### src/rtl/cp0_exc_unit_if.sv
// Pipeline <-> CP0 exception unit bus: mfc0/mtc0/eret, M-stage exception info,
// interrupt lines, and the flush/redirect outputs.
interface cp0_exc_unit_if;
    logic [4:0]  rd_addr;
    logic [4:0]  wr_addr;
    logic [31:0] wr_data;
    logic        wr_en;
    logic [31:0] pc_m;
    logic        bd_m;
    logic [4:0]  exc_code_in;
    logic [5:0]  hw_int;
    logic        eret_m;
    logic [31:0] rd_data;
    logic [31:0] epc_out;
    logic        req;
    logic [31:0] handler_pc;

    // Pipeline side
    modport master (
        output rd_addr, wr_addr, wr_data, wr_en, pc_m, bd_m, exc_code_in, hw_int, eret_m,
        input  rd_data, epc_out, req, handler_pc
    );

    // CP0 side
    modport slave (
        input  rd_addr, wr_addr, wr_data, wr_en, pc_m, bd_m, exc_code_in, hw_int, eret_m,
        output rd_data, epc_out, req, handler_pc
    );
endinterface

### src/rtl/cp0_exc_unit.sv
// CP0 exception/interrupt controller: decides take, latches SR/Cause/EPC,
// services mfc0/mtc0/eret from the M stage.
module cp0_exc_unit #(
    parameter logic [31:0] PRID_VAL   = 32'h0000_4D49,
    parameter logic [31:0] HANDLER_PC = 32'h0000_4180
) (
    input logic            clk,
    input logic            reset,
    cp0_exc_unit_if.slave  bus
);

    logic [5:0]  im_q, im_d;
    logic        exl_q, exl_d;
    logic        ie_q, ie_d;
    logic        bd_q, bd_d;
    logic [5:0]  ip_q, ip_d;
    logic [4:0]  exc_code_q, exc_code_d;
    logic [31:0] epc_q, epc_d;

    logic        int_req;
    logic        exc_req;
    logic        req;
    logic [31:0] victim_pc;

    // Take decision; EXL masks both paths, interrupt beats a same-cycle exception
    always_comb begin
        int_req   = ie_q & ~exl_q & (|(bus.hw_int & im_q));
        exc_req   = ~exl_q & (bus.exc_code_in != 5'd0);
        req       = int_req | exc_req;
        victim_pc = bus.bd_m ? (bus.pc_m - 32'd4) : bus.pc_m;
    end

    // Next-state for SR/Cause/EPC
    always_comb begin
        im_d       = im_q;
        exl_d      = exl_q;
        ie_d       = ie_q;
        bd_d       = bd_q;
        ip_d       = bus.hw_int;
        exc_code_d = exc_code_q;
        epc_d      = epc_q;
        if (req) begin
            // The M-stage instruction is flushed, so its mtc0 must not land
            exl_d      = 1'b1;
            exc_code_d = int_req ? 5'd0 : bus.exc_code_in;
            bd_d       = bus.bd_m;
            epc_d      = {victim_pc[31:2], 2'b00};
        end else begin
            if (bus.wr_en) begin
                if (bus.wr_addr == 5'd12) begin
                    im_d  = bus.wr_data[15:10];
                    exl_d = bus.wr_data[1];
                    ie_d  = bus.wr_data[0];
                end else if (bus.wr_addr == 5'd14) begin
                    epc_d = {bus.wr_data[31:2], 2'b00};
                end
            end
            if (bus.eret_m) begin
                exl_d = 1'b0;
            end
        end
    end

    // State registers, async active-low reset
    always_ff @(posedge clk or negedge reset) begin
        if (!reset) begin
            im_q       <= 6'd0;
            exl_q      <= 1'b0;
            ie_q       <= 1'b0;
            bd_q       <= 1'b0;
            ip_q       <= 6'd0;
            exc_code_q <= 5'd0;
            epc_q      <= 32'd0;
        end else begin
            im_q       <= im_d;
            exl_q      <= exl_d;
            ie_q       <= ie_d;
            bd_q       <= bd_d;
            ip_q       <= ip_d;
            exc_code_q <= exc_code_d;
            epc_q      <= epc_d;
        end
    end

    // mfc0 read mux and outputs; reads see pre-edge state (no forwarding)
    always_comb begin
        bus.rd_data = 32'd0;
        unique case (bus.rd_addr)
            5'd12:   bus.rd_data = {16'd0, im_q, 8'd0, exl_q, ie_q};
            5'd13:   bus.rd_data = {bd_q, 15'd0, ip_q, 3'd0, exc_code_q, 2'd0};
            5'd14:   bus.rd_data = epc_q;
            5'd15:   bus.rd_data = PRID_VAL;
            default: bus.rd_data = 32'd0;
        endcase
        bus.epc_out    = epc_q;
        bus.req        = req;
        bus.handler_pc = HANDLER_PC;
    end

endmodule

### src/flat_wrapper.sv
// flat-port wrapper written by rule: the top's interface ports become plain ports
module cp0_exc_unit_flat 
#(
    parameter logic [31:0] PRID_VAL   = 32'h0000_4D49,
    parameter logic [31:0] HANDLER_PC = 32'h0000_4180
)
  (clk, reset, bus_rd_addr, bus_wr_addr, bus_wr_data, bus_wr_en, bus_pc_m, bus_bd_m, bus_exc_code_in, bus_hw_int, bus_eret_m, bus_rd_data, bus_epc_out, bus_req, bus_handler_pc);
  cp0_exc_unit_if bus_i ();
  input logic clk;
  input logic reset;
  input wire logic [$bits(bus_i.rd_addr)-1:0] bus_rd_addr;
  input wire logic [$bits(bus_i.wr_addr)-1:0] bus_wr_addr;
  input wire logic [$bits(bus_i.wr_data)-1:0] bus_wr_data;
  input wire logic [$bits(bus_i.wr_en)-1:0] bus_wr_en;
  input wire logic [$bits(bus_i.pc_m)-1:0] bus_pc_m;
  input wire logic [$bits(bus_i.bd_m)-1:0] bus_bd_m;
  input wire logic [$bits(bus_i.exc_code_in)-1:0] bus_exc_code_in;
  input wire logic [$bits(bus_i.hw_int)-1:0] bus_hw_int;
  input wire logic [$bits(bus_i.eret_m)-1:0] bus_eret_m;
  output wire logic [$bits(bus_i.rd_data)-1:0] bus_rd_data;
  output wire logic [$bits(bus_i.epc_out)-1:0] bus_epc_out;
  output wire logic [$bits(bus_i.req)-1:0] bus_req;
  output wire logic [$bits(bus_i.handler_pc)-1:0] bus_handler_pc;
  assign bus_i.rd_addr = bus_rd_addr;
  assign bus_i.wr_addr = bus_wr_addr;
  assign bus_i.wr_data = bus_wr_data;
  assign bus_i.wr_en = bus_wr_en;
  assign bus_i.pc_m = bus_pc_m;
  assign bus_i.bd_m = bus_bd_m;
  assign bus_i.exc_code_in = bus_exc_code_in;
  assign bus_i.hw_int = bus_hw_int;
  assign bus_i.eret_m = bus_eret_m;
  assign bus_rd_data = bus_i.rd_data;
  assign bus_epc_out = bus_i.epc_out;
  assign bus_req = bus_i.req;
  assign bus_handler_pc = bus_i.handler_pc;
  cp0_exc_unit #(.PRID_VAL(PRID_VAL), .HANDLER_PC(HANDLER_PC)) u_core (.clk(clk), .reset(reset), .bus(bus_i));
endmodule
### config.mk
export PLATFORM = sky130hd
export DESIGN_NAME = cp0_exc_unit_flat
export DESIGN_NICKNAME = d
export VERILOG_FILES = /design/src/rtl/cp0_exc_unit_if.sv /design/src/rtl/cp0_exc_unit.sv /design/src/flat_wrapper.sv
export SDC_FILE = /design/constraint.sdc
export NUM_CORES = 1
export LEC_CHECK = 0
export ABC_AREA = 1
export CAP_MARGIN = 20
export CORE_ASPECT_RATIO = 2
export CORE_MARGIN = 2
export CORE_UTILIZATION = 45
export DETAILED_ROUTE_END_ITERATION = 8
export HOLD_SLACK_MARGIN = 0.02
export PLACE_DENSITY = 0.95
export SETUP_SLACK_MARGIN = 0.02
export SLEW_MARGIN = 20
export SYNTH_ARGS = -nofsm -noshare
export SYNTH_HDL_FRONTEND = slang
export SYNTH_SLANG_ARGS = --single-unit
### constraint.sdc
create_clock -name clk -period 2.75 [get_ports clk]
set_input_delay 0.6875 -clock clk [delete_from_list [all_inputs] [get_ports clk]]
set_output_delay 0.6875 -clock clk [all_outputs]
set_load 0.01 [all_outputs]
-- Word-level counts from Yosys, hierarchy flattened
Index checks and enable logic that the tools add are counted.
- register bits: 52
- memories: 0
- output and inout port bits: 97
- memory bits (read-only): 0
- latch bits: 0
- RAM bits: 0
- input port bits: 90
- reductions and logical operators: 9
- div/mod/pow operators: 0
- $mul: 0
- add/sub/neg operators: 1
- equal/unequal tests: 7
- shifts and indexed selects: 0
- mux-type cells: 11
- bitwise operators: 7
- order comparisons: 0
- operators with widths (cell ; count):
    2-to-1 mux 32 bit ; 5
    one-hot mux 32 bit (4 select lines) ; 1
    subtractor 32 x 3 -> 32 bit, second input constant ; 1
    == test 5 x 4 -> 1 bit, second input constant ; 6
    AND 6 bit ; 1
    AND reduction 3 bit ; 2
    nonzero test 3 bit ; 2
    OR reduction 6 bit ; 1
    2-to-1 mux 5 bit ; 1
    nonzero test 5 bit ; 1
    2-to-1 mux 1 bit ; 4
    nonzero test 2 bit ; 2
    AND 1 bit ; 3
    inequality test 2 bit, second input constant ; 1
    inverter 1 bit ; 2
    AND reduction 2 bit ; 1
    OR 1 bit ; 1

-- Longest topological paths before layout
Gate-level depths: netlist of run 1.
- word-level depth: 6
- mapped depth: 12
- depth with buffers taken out: 12

-- Worst setup path before layout of run 1
OpenSTA, ideal clock, no wires.
- path type: input-to-output
- start: in bus_rd_addr[3]
- end: out bus_rd_data[6]
- stages on the path: 7
- required time: 2.062 ns
- buffers on the path: 1
- path slack: 0.462 ns
- arrival: 1.600 ns
- cells stage by stage: nand2_1 nor2_1 nand2_1 inv_1 clkbuf_1 nand2_1 o211ai_1
- word-level cells in the longest chain between the ends: 2
- elaborated cells on any way between the ends: 5
- RTL lines (item ; line ; source):
    from (decl) ; flat_wrapper.sv:11 ; input wire logic [$bits(bus_i.rd_addr)-1:0] bus_rd_addr;
    == test 5 x 4 -> 1 bit ; cp0_exc_unit.sv:88 ; unique case (bus.rd_addr)
    one-hot mux 32 bit (4 select lines) (*) ; cp0_exc_unit.sv:88 ;
    to (decl) ; flat_wrapper.sv:20 ; output wire logic [$bits(bus_i.rd_data)-1:0] bus_rd_data;
Mark *: on every way between the ends. The rest lies on a longest branch, timed or not.

-- Worst setup path in the final report of run 1
- start: in bus_hw_int[5]
- end: out bus_req
- word-level cells in the longest chain between the ends: 4
- RTL lines (item ; line ; source):
    from (decl) ; flat_wrapper.sv:18 ; input wire logic [$bits(bus_i.hw_int)-1:0] bus_hw_int;
    AND 6 bit ; cp0_exc_unit.sv:27 ; int_req = ie_q & ~exl_q & (|(bus.hw_int & im_q));
    OR reduction 6 bit ; cp0_exc_unit.sv:27 ;
    AND 1 bit ; cp0_exc_unit.sv:27 ;
    OR 1 bit ; cp0_exc_unit.sv:29 ; req = int_req | exc_req;
    to (decl) ; flat_wrapper.sv:22 ; output wire logic [$bits(bus_i.req)-1:0] bus_req;
No other way between the ends.

==> run_results.csv, run 1 <==
group,metric,value,unit
die,core,8290,µm²
drt,vias_per_cell,5.17,
yosys,ys_ff_latch,50,
yosys,ys_dominant_reg_cell,"dfrtp_1",
clock_tree,numCtsBuffers,5,
clock_tree,cts-root-buf,"clkbuf_16",
yosys,synth_area,3830,µm²
grt,grt_pass1_wl,20600,µm
critical_path,cp.arrival,1940,ps
drt,drc,0,
die,fp.dieH,134,µm
final_layout,layout.cells.non_filler,869,
final_layout,syn2layout_area_growth,45.4,%
yosys,ys_top_cells_by_area,"dfrtp_1 (33%), nand2_1 (20%), nor2_1 (8.6%)",
timing,fin_crit,2630,ps
timing,rsz0062_at_grt,"false",
place,place.port_buffers,150,
yosys,netlist.area_leader.share,32.7,%
yosys,async_flop_share,100,%
clock_tree,ctsLongestPathBuffers,2,
grt,grt_pass1_vias,4386,
clock_tree,clk_pin_slew,60,ps
drt,first_iter_violations,296,
final_layout,drive_above_1_share,9.34,%
drt,antenna_left,0,
die,ios,187,
critical_path,critPathMaxFanout,2,
place,dp_hpwl,10700,µm
die,die_w,69.2,µm
timing,setup_violations,0,
final_layout,fill_cells,684,
place,globalplace.congestion,1.08,
die,rows,47,
die,start_util,46.2,%
grt,grt_max_degree,32,
timing,timing.fmax,0.381,GHz
pwr,p_leak,2.90,nW
critical_path,critPathLaunchType,"input port",
grt,gr-usage-all-layers,28.0,%
outcome,outcome,"finished clean",
clock_tree,clkSinkCount,50,
critical_path,reg2regPathDepth,10,
final_layout,finalNetCount,861,
critical_path,critPathKind,"input port to output pin",
pwr,fin_total_pwr,3.90,mW
pwr,ir_worst_vdd,0.366,mV
critical_path,cp_data_required_time,2060,ps
grt,grt.overflow.total,0,
timing,final.period_utilization,95.6,%
die,fp.dieArea,9310,µm²
clock_tree,cts_tree,"built",
clock_tree,insertion_delay,290,ps
timing,skew,8.66,ps
critical_path,reg2reg_slack,870,ps
clock_tree,holdBufCountCts,0,
drt,vias,4491,
run,cap_violations,0,
place,dp_cells,858,
yosys,postSynthCellCount,608,
critical_path,r2r-end,"u_core.bus.epc_out[8]",
hold_path,hp-class,"input port to asynchronous set/reset pin",
yosys,syn_area_per_cell,6.30,µm²
timing,hold_viol,0,
yosys,synth_edf_count,0,
final_layout,num_antenna_cells,0,
clock_tree,h-tree-depth,2,
drt,wirelength,13500,µm
drt,drt-wirelength-per-cell,15.6,µm
yosys,ys_seq_area_share,32.7,%
yosys,synth_area_leader_cell,"dfrtp_1",
critical_path,cp-end-kind,"output pin",
drt,dr.pass1.iters,5,
timing,drv_slew,0,
critical_path,r2r_start,"u_core.im_q[0]",
yosys,ys_warn_count,0,
grt,antenna_found_initial,0,
pwr,power.density,700,nW/µm²
yosys,synth_cell_types,32,
[final cells by class]
class	count	area, µm²	area share [%]
multi-input cells	463	2100	37.7
repair buffers	173	1660	29.7
flip-flops and latches	50	1250	22.5
inverters	77	294	5.28
clock buffers	7	143	2.56
well taps	98	123	2.20
clock inverters	1	5.00	0.0899
[power breakdown]
| part | total, mW | internal, mW | switching [mW] |
|---|---|---|---|
| Clock | 0.618 | 0.361 | 0.257 |
| Combinational | 1.95 | 0.922 | 1.03 |
| Sequential | 1.33 | 1.05 | 0.273 |
[layer usage]
metal	vias to the layer above	GRT usage, %	wire [µm]
li1	2119	-	-
met1	2016	27.1	4350
met2	276	52.6	7330
met3	80	3.16	796
met4	0	21.6	1070
met5	-	0	0
[timing repair]
item                       in CTS  in global routing
gates cloned                    0                  1
pin swaps                       3                  3
setup endpoints to repair      33                 32
gates resized for setup        79                 15
setup buffers                   2                  0
[worst max-delay path by stage]
stage	startpoint	end	slack, ps	cells past startpoint
2_1_floorplan	bus_rd_addr[3]	bus_rd_data[6]	460	7
3_3_place_gp	bus_rd_addr[1]	bus_rd_data[31]	-270	9
3_5_place_dp	bus_rd_addr[1]	bus_rd_data[12]	-330	9
4_1_cts	bus_rd_addr[3]	bus_rd_data[6]	10	10
5_1_grt	bus_hw_int[0]	bus_req	80	6
6_report	bus_hw_int[5]	bus_req	120	6
[critical path, cell delays in order]
cell,delay (ps)
clkdlybuf4s50_1,430
nand2_1,80
nand3_1,150
o21ai_4,230
nand2_4,70
dlygate4sd2_1,280
[placed cells by master, fill, tap and decap left out, drive strengths merged, types with 19 or more instances in the layout]
| cell | instances |
|---|---|
| buf | 36 |
| nand2 | 209 |
| dfrtp | 50 |
| inv | 76 |
| nand3 | 36 |
| nor2 | 92 |
| dlygate4sd2 | 19 |
| o21ai | 45 |
| clkdlybuf4s50 | 111 |
| conb | 34 |
[cells by family (layout without fill, tap and decap cells)]
group,count (synthesis),count (layout),synth area share [%]
buf+inv,127,258,16.4
mux,1,1,0.261
fa+ha+maj,1,1,0.327
flops,50,50,32.7
other cells,2,34,0.196
compound gates,56,56,8.50
simple gates,355,355,38.0
xor+xnor,16,16,3.66
[flip-flops by register name (all words and copies together) (netlist names)]
register            flops
u_core.ip_q             6
u_core.ie_q             1
u_core.bd_q             1
u_core.im_q             6
u_core.exl_q            1
u_core.exc_code_q       5
u_core.bus.epc_out     30
[synth_stat cells (7+ instances only)]
cell     number
a21oi_1       8
buf_2         9
buf_4        35
dfrtp_1      50
inv_1        75
nand2_1     208
nand3_1      34
nand4_1      11
nor2_1       88
o21ai_0      31
o21ai_2       7
xor2_1       11
[per-stage QoR]
stage | area [µm²] | worst slack (ps) | hold WS, ps | utilization (%) | TNS (ps)
5_1_grt | 5570 | 76.1 | 370 | 67.1 | 0
3_3_place_gp | 5420 | -275 | 469 | 65.3 | -7360
2_1_floorplan | 3950 | 462 | 392 | - | 0
6_report | 5570 | 122 | 343 | 67.1 | 0
3_5_place_dp | 5420 | -327 | 491 | 65.3 | -8200
4_1_cts | 5510 | 14.6 | 355 | 66.4 | 0
Note: power is estimated with default switching activity, not from simulation.
==> run 2, diff against run 1 <==
- CORE_UTILIZATION: 45 -> 42
- PLACE_DENSITY: 0.95 -> 0.83
- clock period: 2.75 -> 2.6 ns (I/O delays scaled with it)
==> run_results.csv, run 2 (synthesis gave the netlist of run 1 again) <==
group,metric,value,unit
final_layout,drive_above_1_share,12.1,%
place,post-place-ws,-423,ps
critical_path,cp-end-kind,"output pin",
run,cap_violations,0,
critical_path,critPathMaxFanout,2,
clock_tree,ctsLongestPathBuffers,2,
clock_tree,clk_pin_slew,70,ps
drt,vias,4324,
critical_path,crit_path_max_incr_delay,440,ps
final_layout,final_common_cell,"nand2_1",
critical_path,slowest_stage,"clkdlybuf4s50_1",
final_layout,fill_cells,826,
timing,setup_violations,0,
timing,whs,452,ps
grt,gr-usage-all-layers,27.6,%
critical_path,crit_buf_inv,2,
clock_tree,h-tree-depth,2,
critical_path,cp_top_family,"buffers and inverters",
timing,worst_slack,94.6,ps
timing,fin_crit,2510,ps
timing,timing.fmax,0.399,GHz
die,rows,49,
die,core,8950,µm²
clock_tree,cts-root-buf,"clkbuf_16",
final_layout,num_antenna_cells,0,
die,die_w,71.5,µm
final_layout,final_cell_mix,"nand2_1 (204), clkdlybuf4s50_1 (111), nor2_1 (81)",
die,ios,187,
final_layout,finalNetCount,864,
critical_path,cp.arrival,1860,ps
timing,skew,4.95,ps
critical_path,critPathKind,"input port to output pin",
clock_tree,clkSinkCount,50,
grt,grt_pass1_wl,21000,µm
critical_path,r2r-end,"u_core.bus.epc_out[29]",
grt,antenna_found_initial,0,
final_layout,multi_input_area,2130,µm²
die,start_util,42.8,%
timing,final.period_utilization,96.4,%
critical_path,cp_data_required_time,1950,ps
drt,first_iter_violations,299,
grt,grt_max_degree,51,
drt,wirelength,13800,µm
pwr,p_leak,2.85,nW
final_layout,final_core_util,62.7,%
final_layout,seq_area,1250,µm²
drt,dr.pass1.iters,5,
critical_path,crit_chain,"clkdlybuf4s50_1, nand2_1, nand3_2, o21ai_4, nand2_4, dlygate4sd2_1",
pwr,ir_worst_vdd,0.414,mV
critical_path,r2r_start,"u_core.im_q[0]",
hold_path,hp-class,"input port to asynchronous set/reset pin",
place,dp_hpwl,11400,µm
clock_tree,insertion_delay,290,ps
timing,rsz0062_at_grt,"false",
critical_path,reg2reg_slack,850,ps
drt,drc,0,
place,globalplace.congestion,1.05,
die,fp.dieH,139,µm
clock_tree,cts_tree,"built",
final_layout,largest_register_ffs,30,
die,fp.dieArea,9940,µm²
drt,vias_per_cell,4.94,
clock_tree,numCtsBuffers,5,
final_layout,syn2layout_area_growth,46.6,%
grt,grt.overflow.total,0,
timing,maxSlewHeadroom,57.7,%
drt,antenna_left,0,
drt,drt-wirelength-per-cell,15.8,µm
timing,worstMarginPinSlew,635,ps
grt,grt_pass1_vias,4383,
timing,fin_tns_setup,0,ps
timing,hold_viol,0,
clock_tree,holdBufCountCts,0,
pwr,power.density,731,nW/µm²
critical_path,reg2regPathDepth,10,
place,place.port_buffers,150,
outcome,outcome,"finished clean",
timing,drv_slew,0,
critical_path,critPathLaunchType,"input port",
==> run 2: where the power goes <==
group	internal, mW	total (mW)	leakage [nW]	switching [mW]
Sequential	1.11	1.39	0.596	0.275
Combinational	0.968	2.07	2.18	1.10
Clock	0.356	0.646	0.0698	0.289
Total	2.44	4.10	2.85	1.66
==> run 2: metrics by stage <==
stage	area (µm²)	power, mW	std cells
6_report	5610	4.10	876
5_1_grt	5610	4.40	876
4_1_cts	5550	4.12	875
3_5_place_dp	5440	3.46	866
3_3_place_gp	5440	3.41	866
2_1_floorplan	3950	2.39	640
==> run 2: how the worst max path moves through the flow <==
stage                            start  depth (start not counted)  slack (ps)         endpoint
global placement        bus_rd_addr[0]                          8        -350  bus_rd_data[10]
finish                   bus_hw_int[0]                          6          90          bus_req
CTS                     bus_rd_addr[3]                          7          20  bus_rd_data[18]
detailed placement      bus_rd_addr[0]                          8        -420  bus_rd_data[10]
global route        bus_exc_code_in[1]                          6          30          bus_req
floorplan               bus_rd_addr[3]                          7         390   bus_rd_data[6]
==> run 2: final cells by class <==
type                    instances  area share [%]
clock inverters                 3           0.379
inverters                      77            5.20
clock buffers                   5            2.23
repair buffers                176            29.7
multi-input cells             463            37.9
flip-flops and latches         50            22.3
well taps                     102            2.27
==> run 2: timing repair <==
action                                 CTS  global route
resized for setup                      114            18
endpoints found under the hold margin    0             0
setup endpoints to repair               33            32
pin swaps                                2             4
setup buffers                            1             0
gates cloned                             0             1
==> run 2: per-layer routing <==
layer  up-vias  track usage [%]  routed length [µm]  part of all wire [%]
met5         -                0                   0                     0
met4         0             18.4                 905                   6.6
met3        47             2.33                 665                   4.8
met2       193             53.4                7910                    57
met1      1961             25.9                4320                    31
li1       2123                -                   -                     -
==> run 3, diff against run 2 <==
- CORE_UTILIZATION: 42 -> 30
- PLACE_DENSITY: 0.83 -> 0.62
==> run_results.csv, run 3 (synthesis gave the netlist of run 1 again) <==
group,metric,value,unit
die,core,12600,µm²
drt,vias_per_cell,4.63,
pwr,ir_worst_vdd,0.498,mV
final_layout,syn2layout_area_growth,49.7,%
drt,first_iter_violations,189,
die,fp.dieArea,13700,µm²
grt,antenna_found_initial,1,
clock_tree,clkSinkCount,50,
run,cap_violations,0,
die,start_util,30.5,%
final_layout,final_common_cell,"nand2_1",
pwr,power.density,740,nW/µm²
grt,grt_max_degree,51,
clock_tree,insertion_delay,290,ps
drt,drt-wirelength-per-cell,15.6,µm
timing,hold_viol,0,
critical_path,critPathKind,"input port to output pin",
drt,vias,4308,
timing,drv_slew,0,
timing,fin_tns_setup,0,ps
grt,grt_pass1_vias,4190,
die,rows,58,
timing,setup_violations,0,
grt,gr-usage-all-layers,20.4,%
drt,wirelength,14500,µm
clock_tree,clk_pin_slew,70,ps
clock_tree,numCtsBuffers,5,
timing,skew,5.93,ps
critical_path,cp-end-kind,"output pin",
timing,fin_crit,2540,ps
grt,grt.overflow.total,0,
timing,maxSlewHeadroom,57.1,%
critical_path,critPathLaunchType,"input port",
timing,timing.fmax,0.394,GHz
place,dp_hpwl,12000,µm
final_layout,largest_register_ffs,30,
final_layout,finalNetCount,869,
clock_tree,cts_tree,"built",
outcome,outcome,"finished clean",
place,globalplace.congestion,0.931,
critical_path,critPathMaxFanout,2,
place,dp_cells,918,
critical_path,cp.arrival,1890,ps
timing,final.period_utilization,97.7,%
grt,grt_pass1_wl,21600,µm
final_layout,drive_above_1_share,11.9,%
critical_path,crit_path_max_incr_delay,450,ps
drt,dr.pass1.iters,5,
die,ios,187,
die,fp.dieH,164,µm
timing,whs,455,ps
critical_path,slowest_stage,"clkdlybuf4s50_1",
clock_tree,ctsLongestPathBuffers,2,
critical_path,crit_chain,"clkdlybuf4s50_1, nand2_1, nand3_1, o21ai_4, nand2_4, dlygate4sd2_1",
final_layout,final_cell_mix,"nand2_1 (205), clkdlybuf4s50_1 (111), nor2_1 (84)",
timing,rsz0062_at_grt,"false",
critical_path,cp_data_required_time,1950,ps
timing,worstMarginPinSlew,643,ps
die,die_w,83.9,µm
drt,antenna_left,0,
clock_tree,h-tree-depth,2,
place,place.port_buffers,150,
pwr,fin_total_pwr,4.24,mW
final_layout,layout.cells.non_filler,930,
clock_tree,cts-root-buf,"clkbuf_16",
hold_path,hp-class,"input port to asynchronous set/reset pin",
pwr,p_leak,2.89,nW
drt,drc,0,
[run 3: stage by stage]
step	setup slack, ps	instance area, µm²	utilization [%]
after floorplan	387	3950	-
after global placement	-445	5560	44.2
after detailed placement	-481	5560	44.2
after CTS	5.04	5660	45.1
after global routing	22.4	5730	45.7
final	60.5	5730	45.7
[run 3: path summary, 6_finish.rpt]
check                               startpoint                     end  slack, ps  cells after the start
worst max register to register  u_core.im_q[4]  u_core.bus.epc_out[28]        710                     10
worst max-delay path             bus_hw_int[5]                 bus_req         60                      6
worst min-delay path                     reset   u_core.bus.epc_out[4]        460                      2
min in group clk                u_core.im_q[3]          u_core.im_q[3]        520                      2
worst min register to register  u_core.im_q[3]          u_core.im_q[3]        520                      2
max in group asynchronous                reset  u_core.bus.epc_out[28]       1700                      2
[run 3: cell type report]
class	count	area (µm²)
well taps	150	188
diodes	1	2.50
repair buffers	181	1730
inverters	77	292
clock inverters	3	40.0
multi-input cells	463	2100
fillers	1320	6820
clock buffers	5	125
flip-flops and latches	50	1250
[run 3: repair_timing]
item | CTS | global route
hold buffers | 0 | 0
setup endpoints to repair | 33 | 30
gates cloned | 0 | 1
pin swaps | 2 | 5
setup buffers | 1 | 1
gates resized for setup | 110 | 19
[run 3: report_power, final]
group | switching [mW] | leakage [nW] | internal, mW
Clock | 0.284 | 0.0836 | 0.451
Sequential | 0.308 | 0.596 | 1.11
Combinational | 1.08 | 2.21 | 1.01
Total | 1.67 | 2.89 | 2.57
[run 3: worst max-delay path, delay by kind of cell]
| family | cells | cell delay, ps |
|---|---|---|
| buffers and inverters | 2 | 730 |
| and+or+nand+nor | 3 | 270 |
| AOI/OAI and AO/OA | 1 | 230 |
[run 3: metal layers]
layer	up-vias	share of wire, %	routed length [µm]	track usage, %
met5	-	0	0	0
met4	0	6.6	953	12.7
met3	38	4.6	665	2.31
met2	180	56	8110	40.7
met1	1952	33	4740	19.1
li1	2138	-	-	-
